--- src/rtl/shift_sipo_if.sv ---
// Bundles the serial input side and the parallel output handshake of the
// shift_sipo receiver. The master drives bits and acceptance; the slave is the receiver.
interface shift_sipo_if #(
    parameter int WIDTH = 4
);
    logic             si;
    logic             si_valid;
    logic             dir;
    logic [WIDTH-1:0] q;
    logic             q_valid;
    logic             q_ready;
    logic             busy;
    logic             ovr;

    modport master (
        output si, si_valid, dir, q_ready,
        input  q, q_valid, busy, ovr
    );

    modport slave (
        input  si, si_valid, dir, q_ready,
        output q, q_valid, busy, ovr
    );
endinterface

--- src/rtl/shift_sipo.sv ---
// Serial-in / parallel-out receiver: gathers WIDTH bits in a per-word bit order
// and hands the finished word off over a valid/ready handshake.
module shift_sipo #(
    parameter int WIDTH = 4
) (
    input  logic          clk,
    input  logic          rst,
    shift_sipo_if.slave   bus
);
    localparam int CW = (WIDTH > 2) ? $clog2(WIDTH) : 1;

    typedef enum logic [1:0] {
        IDLE  = 2'd0,
        SHIFT = 2'd1,
        HOLD  = 2'd2
    } state_t;

    state_t           state_q, state_d;
    logic [WIDTH-1:0] sr_q, sr_d;
    logic [WIDTH-1:0] q_q, q_d;
    logic [CW-1:0]    cnt_q, cnt_d;
    logic             dir_q, dir_d;
    logic             ovr_q, ovr_d;
    logic [WIDTH-1:0] sr_next;

    function automatic logic [WIDTH-1:0] shift_in(
        input logic [WIDTH-1:0] sr,
        input logic             bit_in,
        input logic             dir_right
    );
        return dir_right ? {bit_in, sr[WIDTH-1:1]} : {sr[WIDTH-2:0], bit_in};
    endfunction

    always_ff @(posedge clk) begin
        if (rst) begin
            state_q <= IDLE;
            sr_q    <= '0;
            q_q     <= '0;
            cnt_q   <= '0;
            dir_q   <= 1'b0;
            ovr_q   <= 1'b0;
        end else begin
            state_q <= state_d;
            sr_q    <= sr_d;
            q_q     <= q_d;
            cnt_q   <= cnt_d;
            dir_q   <= dir_d;
            ovr_q   <= ovr_d;
        end
    end

    // A new word always starts from an empty register with the bit order sampled now.
    always_comb begin
        state_d = state_q;
        sr_d    = sr_q;
        q_d     = q_q;
        cnt_d   = cnt_q;
        dir_d   = dir_q;
        ovr_d   = ovr_q;
        sr_next = shift_in(sr_q, bus.si, dir_q);

        unique case (state_q)
            IDLE: begin
                if (bus.si_valid) begin
                    dir_d   = bus.dir;
                    sr_d    = shift_in('0, bus.si, bus.dir);
                    cnt_d   = CW'(1);
                    state_d = SHIFT;
                end
            end
            SHIFT: begin
                if (bus.si_valid) begin
                    if (cnt_q == CW'(WIDTH - 1)) begin
                        q_d     = sr_next;
                        sr_d    = '0;
                        cnt_d   = '0;
                        state_d = HOLD;
                    end else begin
                        sr_d  = sr_next;
                        cnt_d = cnt_q + CW'(1);
                    end
                end
            end
            HOLD: begin
                if (bus.q_ready) begin
                    if (bus.si_valid) begin
                        dir_d   = bus.dir;
                        sr_d    = shift_in('0, bus.si, bus.dir);
                        cnt_d   = CW'(1);
                        state_d = SHIFT;
                    end else begin
                        state_d = IDLE;
                    end
                end else if (bus.si_valid) begin
                    ovr_d = 1'b1;
                end
            end
            default: begin
                state_d = IDLE;
            end
        endcase
    end

    assign bus.q       = q_q;
    assign bus.q_valid = (state_q == HOLD);
    assign bus.busy    = (state_q == SHIFT);
    assign bus.ovr     = ovr_q;
endmodule
--- src/flat_wrapper.sv ---
// flat-port wrapper written by rule: the top's interface ports become plain ports
module shift_sipo_flat 
#(
    parameter int WIDTH = 4
)
  (clk, rst, bus_si, bus_si_valid, bus_dir, bus_q_ready, bus_q, bus_q_valid, bus_busy, bus_ovr);
  shift_sipo_if #(.WIDTH(WIDTH)) bus_i ();
  input  logic clk;
  input  logic rst;
  input wire logic [$bits(bus_i.si)-1:0] bus_si;
  input wire logic [$bits(bus_i.si_valid)-1:0] bus_si_valid;
  input wire logic [$bits(bus_i.dir)-1:0] bus_dir;
  input wire logic [$bits(bus_i.q_ready)-1:0] bus_q_ready;
  output wire logic [$bits(bus_i.q)-1:0] bus_q;
  output wire logic [$bits(bus_i.q_valid)-1:0] bus_q_valid;
  output wire logic [$bits(bus_i.busy)-1:0] bus_busy;
  output wire logic [$bits(bus_i.ovr)-1:0] bus_ovr;
  assign bus_i.si = bus_si;
  assign bus_i.si_valid = bus_si_valid;
  assign bus_i.dir = bus_dir;
  assign bus_i.q_ready = bus_q_ready;
  assign bus_q = bus_i.q;
  assign bus_q_valid = bus_i.q_valid;
  assign bus_busy = bus_i.busy;
  assign bus_ovr = bus_i.ovr;
  shift_sipo #(.WIDTH(WIDTH)) u_core (.clk(clk), .rst(rst), .bus(bus_i));
endmodule
--- config.mk ---
export PLATFORM = sky130hd
export DESIGN_NAME = shift_sipo_flat
export DESIGN_NICKNAME = d
export VERILOG_FILES = /design/src/rtl/shift_sipo_if.sv /design/src/rtl/shift_sipo.sv /design/src/flat_wrapper.sv
export SDC_FILE = /design/constraint.sdc
export NUM_CORES = 1
export LEC_CHECK = 0
export ABC_AREA = 1
export BUFFER_PORTS_ARGS = -buffer_cell sky130_fd_sc_hd__buf_4
export CAP_MARGIN = 20
export CORE_MARGIN = 4
export CORE_UTILIZATION = 50
export CTS_CLUSTER_DIAMETER = 80
export DETAILED_ROUTE_END_ITERATION = 16
export PLACE_DENSITY_LB_ADDON = 0.1
export SLEW_MARGIN = 20
export SYNTH_ARGS = -nofsm -noshare
export SYNTH_HDL_FRONTEND = slang
export SYNTH_SLANG_ARGS = --single-unit
--- constraint.sdc ---
create_clock -name clk -period 2.24 [get_ports clk]
set_input_delay 0.112 -clock clk [delete_from_list [all_inputs] [get_ports clk]]
set_output_delay 0.112 -clock clk [all_outputs]
set_load 0.005 [all_outputs]
==> impl_metrics.tcl, run 1 <==
set metrics [dict create \
    status "finished, final reports clean" \
    setup_repair_after_global_routing_missed_its_margin "false" \
    timing.clock.skew_ps 2.35 \
    timing.critical_path.fanout_max 6 \
    finalSetupViolCount 0 \
    detail_route.wl_per_cell_um 10.7 \
    finish.utilization_pct 63.7 \
    maxSlewHeadroom_pct 79.8 \
    clk_transition_reported_paths_ps 80 \
    setup_total_negative_slack_ps 0 \
    grt.overflow.total 0 \
    grt_pass1_vias 580 \
    numPortBuffers 12 \
    synth_seq_cells 14 \
    place.gp.congestion 0.752 \
    drive_gt1_share_pct 19.0 \
    power.static_leakage_nw 0.400 \
    fp.dieW_um 45.8 \
    overall_power_mw 0.483 \
    timing.hold.worst.class "in -> reg" \
    cts_sinks 14 \
    cts_made_buffers 3 \
    end_kind "primary output" \
    seq_area_frac_synth_pct 39.2 \
    fp-row-count 13 \
    grt_antenna_before_repair 0 \
    cts_root_buffer "sky130_fd_sc_hd__clkbuf_4" \
    drt-initial-drc-count 19 \
    cts_setup_buffers 0 \
    post_synth_instance_area_um2 716 \
    nNetsFinal 131 \
    tritoncts_clock_tree "done" \
    mappedNetlistNets 115 \
    hold_viol_final 0 \
    cts_resizes 0 \
    route.detailed.drc 0 \
    max_clock_freq_mhz 852 \
    areaGrowthSynthToFinish_pct 17.3 \
    post_dp_hpwl_um 1100 \
    max-vdd-ir-drop_mv 0.294 \
    vias 677 \
    critical_path.startpoint_type "flop" \
    firstDrtPassIters 4 \
    cts_htree_levels 1 \
    wire_length_of_the_first_global_routing_pass_um 2460 \
    timing_max_transition_violations_final 0 \
    cp.arrival_ps 1060 \
    die_h_um 45.8 \
    synth.yosys.warnings 0 \
    io_pins 13 \
    pin_count_of_the_biggest_net_entering_global_routing 11 \
    design.die.area_mm2 0.00210 \
    post_cts_hold_buffers 0 \
    grt.total_usage_pct 16.4 \
    ant_nets 0 \
    synth_area_per_cell_um2 6.69 \
    timing.final.crit_share_pct 52.4 \
    buffer_depth_of_the_longest_clock_path 2 \
    post-route-min-period_ps 1170 \
    yosysUniqueCellTypes 16 \
    layoutNonFillerInstCount 136 \
    drt-total-wl_um 1450 \
    power_density_mw_per_mm2 575 \
    tightest_slew_ps 299 \
    critical_path_class "reg -> out" \
    cp_data_required_time_ps 2130 \
    n_antenna_cell 0 \
    placedCellCount 133 \
    avgViaCountPerCell 4.98 \
    floorplan.initialDensity_pct 54.3 \
    worstSkewPairLatency_ps 280 \
    core_mm2 0.00132 \
    netlist_instances 107 \
    max_cap_violations 0 \
]
[stage by stage]
stage / hold WS (ps) / instance area, µm² / worst slack (ps)
6_report: 43.4 / 840 / 1070
5_1_grt: 38.8 / 840 / 974
3_5_place_dp: 345 / 817 / 1130
4_1_cts: 45.7 / 840 / 1070
3_3_place_gp: 345 / 817 / 1180
2_1_floorplan: 181 / 716 / 1230
[synthesized netlist by cell type (all sizes together)]
cell type   n  area [µm²]
nor2       19        86.3
o21ai       2        10.0
nand4       2        12.5
a31oi       2        12.5
inv        14        52.6
nand2      37         141
buf         1        7.51
a21oi       6        30.0
ha          2        25.0
nand3       8        57.6
dfxtp      14         280
[kinds of logic (layout without fill, tap and decap cells)]
group / after synthesis / after routing / share of synthesized area, %
AOI/OAI and AO/OA: 10 / 10 / 7.34
buffers and inverters: 15 / 29 / 8.39
and+or+nand+nor: 66 / 66 / 41.6
adders and majority gates: 2 / 2 / 3.50
DFF: 14 / 14 / 39.2
[metal layers]
| layer | wire [µm] | track usage (%) | up-vias |
|---|---|---|---|
| li1 | - | - | 364 |
| met1 | 716 | 20.8 | 294 |
| met2 | 644 | 25.6 | 15 |
| met3 | 63 | 3.95 | 4 |
| met4 | 25 | 8.52 | 0 |
| met5 | 0 | 0 | - |
[layout make-up]
class | count | area (µm²)
fillers | 128 | 478
multi-input cells | 78 | 375
flip-flops and latches | 14 | 280
repair buffers | 12 | 90.1
inverters | 14 | 52.6
clock buffers | 3 | 22.5
well taps | 15 | 18.8
[power breakdown]
part           switching (mW)  internal, mW
combinational          0.0431        0.0272
clock                  0.0819        0.0624
sequential            0.00935         0.258
[state kept, by name, indices dropped and copies added, names as in the netlist]
signal          flops
u_core.bus.q        4
u_core.sr_q         4
u_core.cnt_q        2
u_core.state_q      2
u_core.bus.ovr      1
u_core.dir_q        1
[final timing paths]
check        cells after the start              start         endpoint  slack (ps)
min                              2                rst  u_core.bus.q[0]          40
min reg2reg                      2     u_core.bus.ovr   u_core.bus.ovr         470
max reg2reg                      6    u_core.cnt_q[0]  u_core.cnt_q[0]        1120
max                              3  u_core.state_q[0]         bus_busy        1070
[critical path, cell delays in order (launching register included)]
cell and delay (ps):
sky130_fd_sc_hd__dfxtp_1 410, sky130_fd_sc_hd__inv_2 100, sky130_fd_sc_hd__nor2_4 140, sky130_fd_sc_hd__buf_4 130
[cell usage in the layout, fill, tap and decap left out]
cell type,netlist,routed
sky130_fd_sc_hd__a21oi_1,6,6
sky130_fd_sc_hd__nand3_1,6,6
sky130_fd_sc_hd__a31oi_1,2,2
sky130_fd_sc_hd__nand2_1,36,36
sky130_fd_sc_hd__buf_4,1,12
sky130_fd_sc_hd__dfxtp_1,14,14
sky130_fd_sc_hd__inv_2,3,3
sky130_fd_sc_hd__nand3_2,1,1
sky130_fd_sc_hd__nor2_1,17,17
sky130_fd_sc_hd__nand2_2,1,1
sky130_fd_sc_hd__nand3_4,1,1
sky130_fd_sc_hd__nand4_1,2,2
sky130_fd_sc_hd__ha_1,2,2
sky130_fd_sc_hd__inv_1,11,11
sky130_fd_sc_hd__clkbuf_4,0,3
sky130_fd_sc_hd__nor2_4,2,2
sky130_fd_sc_hd__o21ai_0,2,2
Power figures use the tool's default switching activity.
==> run 2: changes to the inputs <==
==> constraint.sdc (replaced) <==
create_clock -name clk -period 1.2 [get_ports clk]
set_input_delay 0.06 -clock clk [delete_from_list [all_inputs] [get_ports clk]]
set_output_delay 0.06 -clock clk [all_outputs]
set_load 0.005 [all_outputs]
==> impl_metrics.tcl, run 2 (same netlist as run 1, synthesis figures left out) <==
set metrics [dict create \
    status "finished, final reports clean" \
    tritoncts_clock_tree "done" \
    max_clock_freq_mhz 933 \
    buffer_depth_of_the_longest_clock_path 2 \
    cp.arrival_ps 1240 \
    post_dp_hpwl_um 1100 \
    timing.critical_path.fanout_max 7 \
    wire_length_of_the_first_global_routing_pass_um 2500 \
    max-vdd-ir-drop_mv 0.554 \
    drt-total-wl_um 1470 \
    critical_path_class "reg -> reg" \
    drive_gt1_share_pct 23.0 \
    setup_repair_after_global_routing_missed_its_margin "false" \
    nNetsFinal 132 \
    die_h_um 45.8 \
    place.gp.congestion 0.752 \
    critical_path.startpoint_type "flop" \
    core_mm2 0.00132 \
    layout.area.seq_um2 284 \
    overall_power_mw 0.900 \
    timing.final.crit_share_pct 89.3 \
    grt_antenna_before_repair 0 \
    cts_root_buffer "sky130_fd_sc_hd__clkbuf_4" \
    max_cap_violations 0 \
    firstDrtPassIters 4 \
    tightest_slew_ps 280 \
    maxSlewHeadroom_pct 81.1 \
    worstSkewPairLatency_ps 280 \
    areaGrowthSynthToFinish_pct 19.9 \
    cp_data_required_time_ps 1370 \
    avgViaCountPerCell 4.98 \
    hp-start "bus_si_valid" \
    fp.dieW_um 45.8 \
    cts_made_buffers 3 \
    post_detailed_placement_cell_area_um2 817 \
    grt.total_usage_pct 16.7 \
    pin_count_of_the_biggest_net_entering_global_routing 11 \
    timing_max_transition_violations_final 0 \
    io_pins 13 \
    drt-initial-drc-count 15 \
    multiInputGateArea_um2 380 \
    timing.hold.worst.class "in -> reg" \
    n_antenna_cell 0 \
    setup_total_negative_slack_ps 0 \
    power.static_leakage_nw 0.403 \
    end_kind "flop" \
    design.die.area_mm2 0.00210 \
    hold_viol_final 0 \
    post-route-min-period_ps 1070 \
    layout_common_cells "sky130_fd_sc_hd__nand2_1, sky130_fd_sc_hd__nor2_1, sky130_fd_sc_hd__buf_4" \
    timing.clock.skew_ps 2.46 \
    worst_setup_path_startpoint "u_core.cnt_q[1]" \
    grt.overflow.total 0 \
    grt_pass1_vias 584 \
    clk_transition_reported_paths_ps 80 \
    cts_sinks 14 \
    floorplan.initialDensity_pct 54.3 \
    numPortBuffers 12 \
    worstReg2RegStart "u_core.cnt_q[1]" \
    stdcell_area_um2 858 \
    detail_route.wl_per_cell_um 10.7 \
    ant_nets 0 \
    layout.filler_cells 122 \
    power_density_mw_per_mm2 1050 \
    fp-row-count 13 \
    route.detailed.drc 0 \
    vias 682 \
    layout_commonest_cell "sky130_fd_sc_hd__nand2_1" \
    finalSetupViolCount 0 \
    cts_htree_levels 1 \
]
## run 2: cell count changes in the layout (fill, tap and decap cells not counted), sizes merged
cell         before  now
dlygate4sd3       0    1
## run 2: path summary, 6_finish.rpt
kind	end	slack, ps	cells past startpoint
max reg2reg	u_core.cnt_q[0]	130	6
min	u_core.state_q[1]	120	3
max	u_core.cnt_q[0]	130	6
min reg2reg	u_core.bus.ovr	470	2
## run 2: what timing repair did
item / in CTS / in global routing
hold buffers: 1 / 0
endpoints found under the hold margin: 3 / 0
resized for setup: 0 / 5
endpoints found under the setup margin: 0 / 8
setup buffers: 0 / 0
## run 2: power breakdown
part | total [mW] | switching [mW] | internal (mW) | leakage [nW]
sequential | 0.501 | 0.0178 | 0.484 | 0.115
clock | 0.264 | 0.147 | 0.116 | 0.0138
combinational | 0.135 | 0.0812 | 0.0535 | 0.274
## run 2: metrics by stage
step | hold slack [ps] | worst slack [ps] | utilization [%] | cells
2_1_floorplan | 129 | 188 | - | 107
3_3_place_gp | 293 | 141 | 62.0 | 133
3_5_place_dp | 293 | 86.6 | 62.0 | 133
4_1_cts | 121 | 72.5 | 64.5 | 137
5_1_grt | 113 | 29.1 | 65.1 | 137
6_report | 122 | 128 | 65.1 | 137
## run 2: area by class of cell
class	instances	area share, %
Tap cell	15	2.19
Clock buffer	3	2.62
Multi-Input combinational cell	78	44.3
Inverter	14	6.12
Timing Repair Buffer	13	11.7
Sequential cell	14	33.1
## run 2: metal layers
layer	up-vias	share of wire [%]	GRT usage (%)
met5	-	0	0
met4	0	1.6	8.52
met1	300	49	20.8
met3	4	3.6	4.35
li1	366	-	-
met2	12	45	26.2
## run 2: worst max-delay path: stages (launching register included)
cell and delay [ps]:
sky130_fd_sc_hd__dfxtp_1 370, sky130_fd_sc_hd__ha_1 160, sky130_fd_sc_hd__nand2_1 80, sky130_fd_sc_hd__nor2_4 160, sky130_fd_sc_hd__inv_2 60, sky130_fd_sc_hd__nand3_1 80
sky130_fd_sc_hd__a21oi_1 50
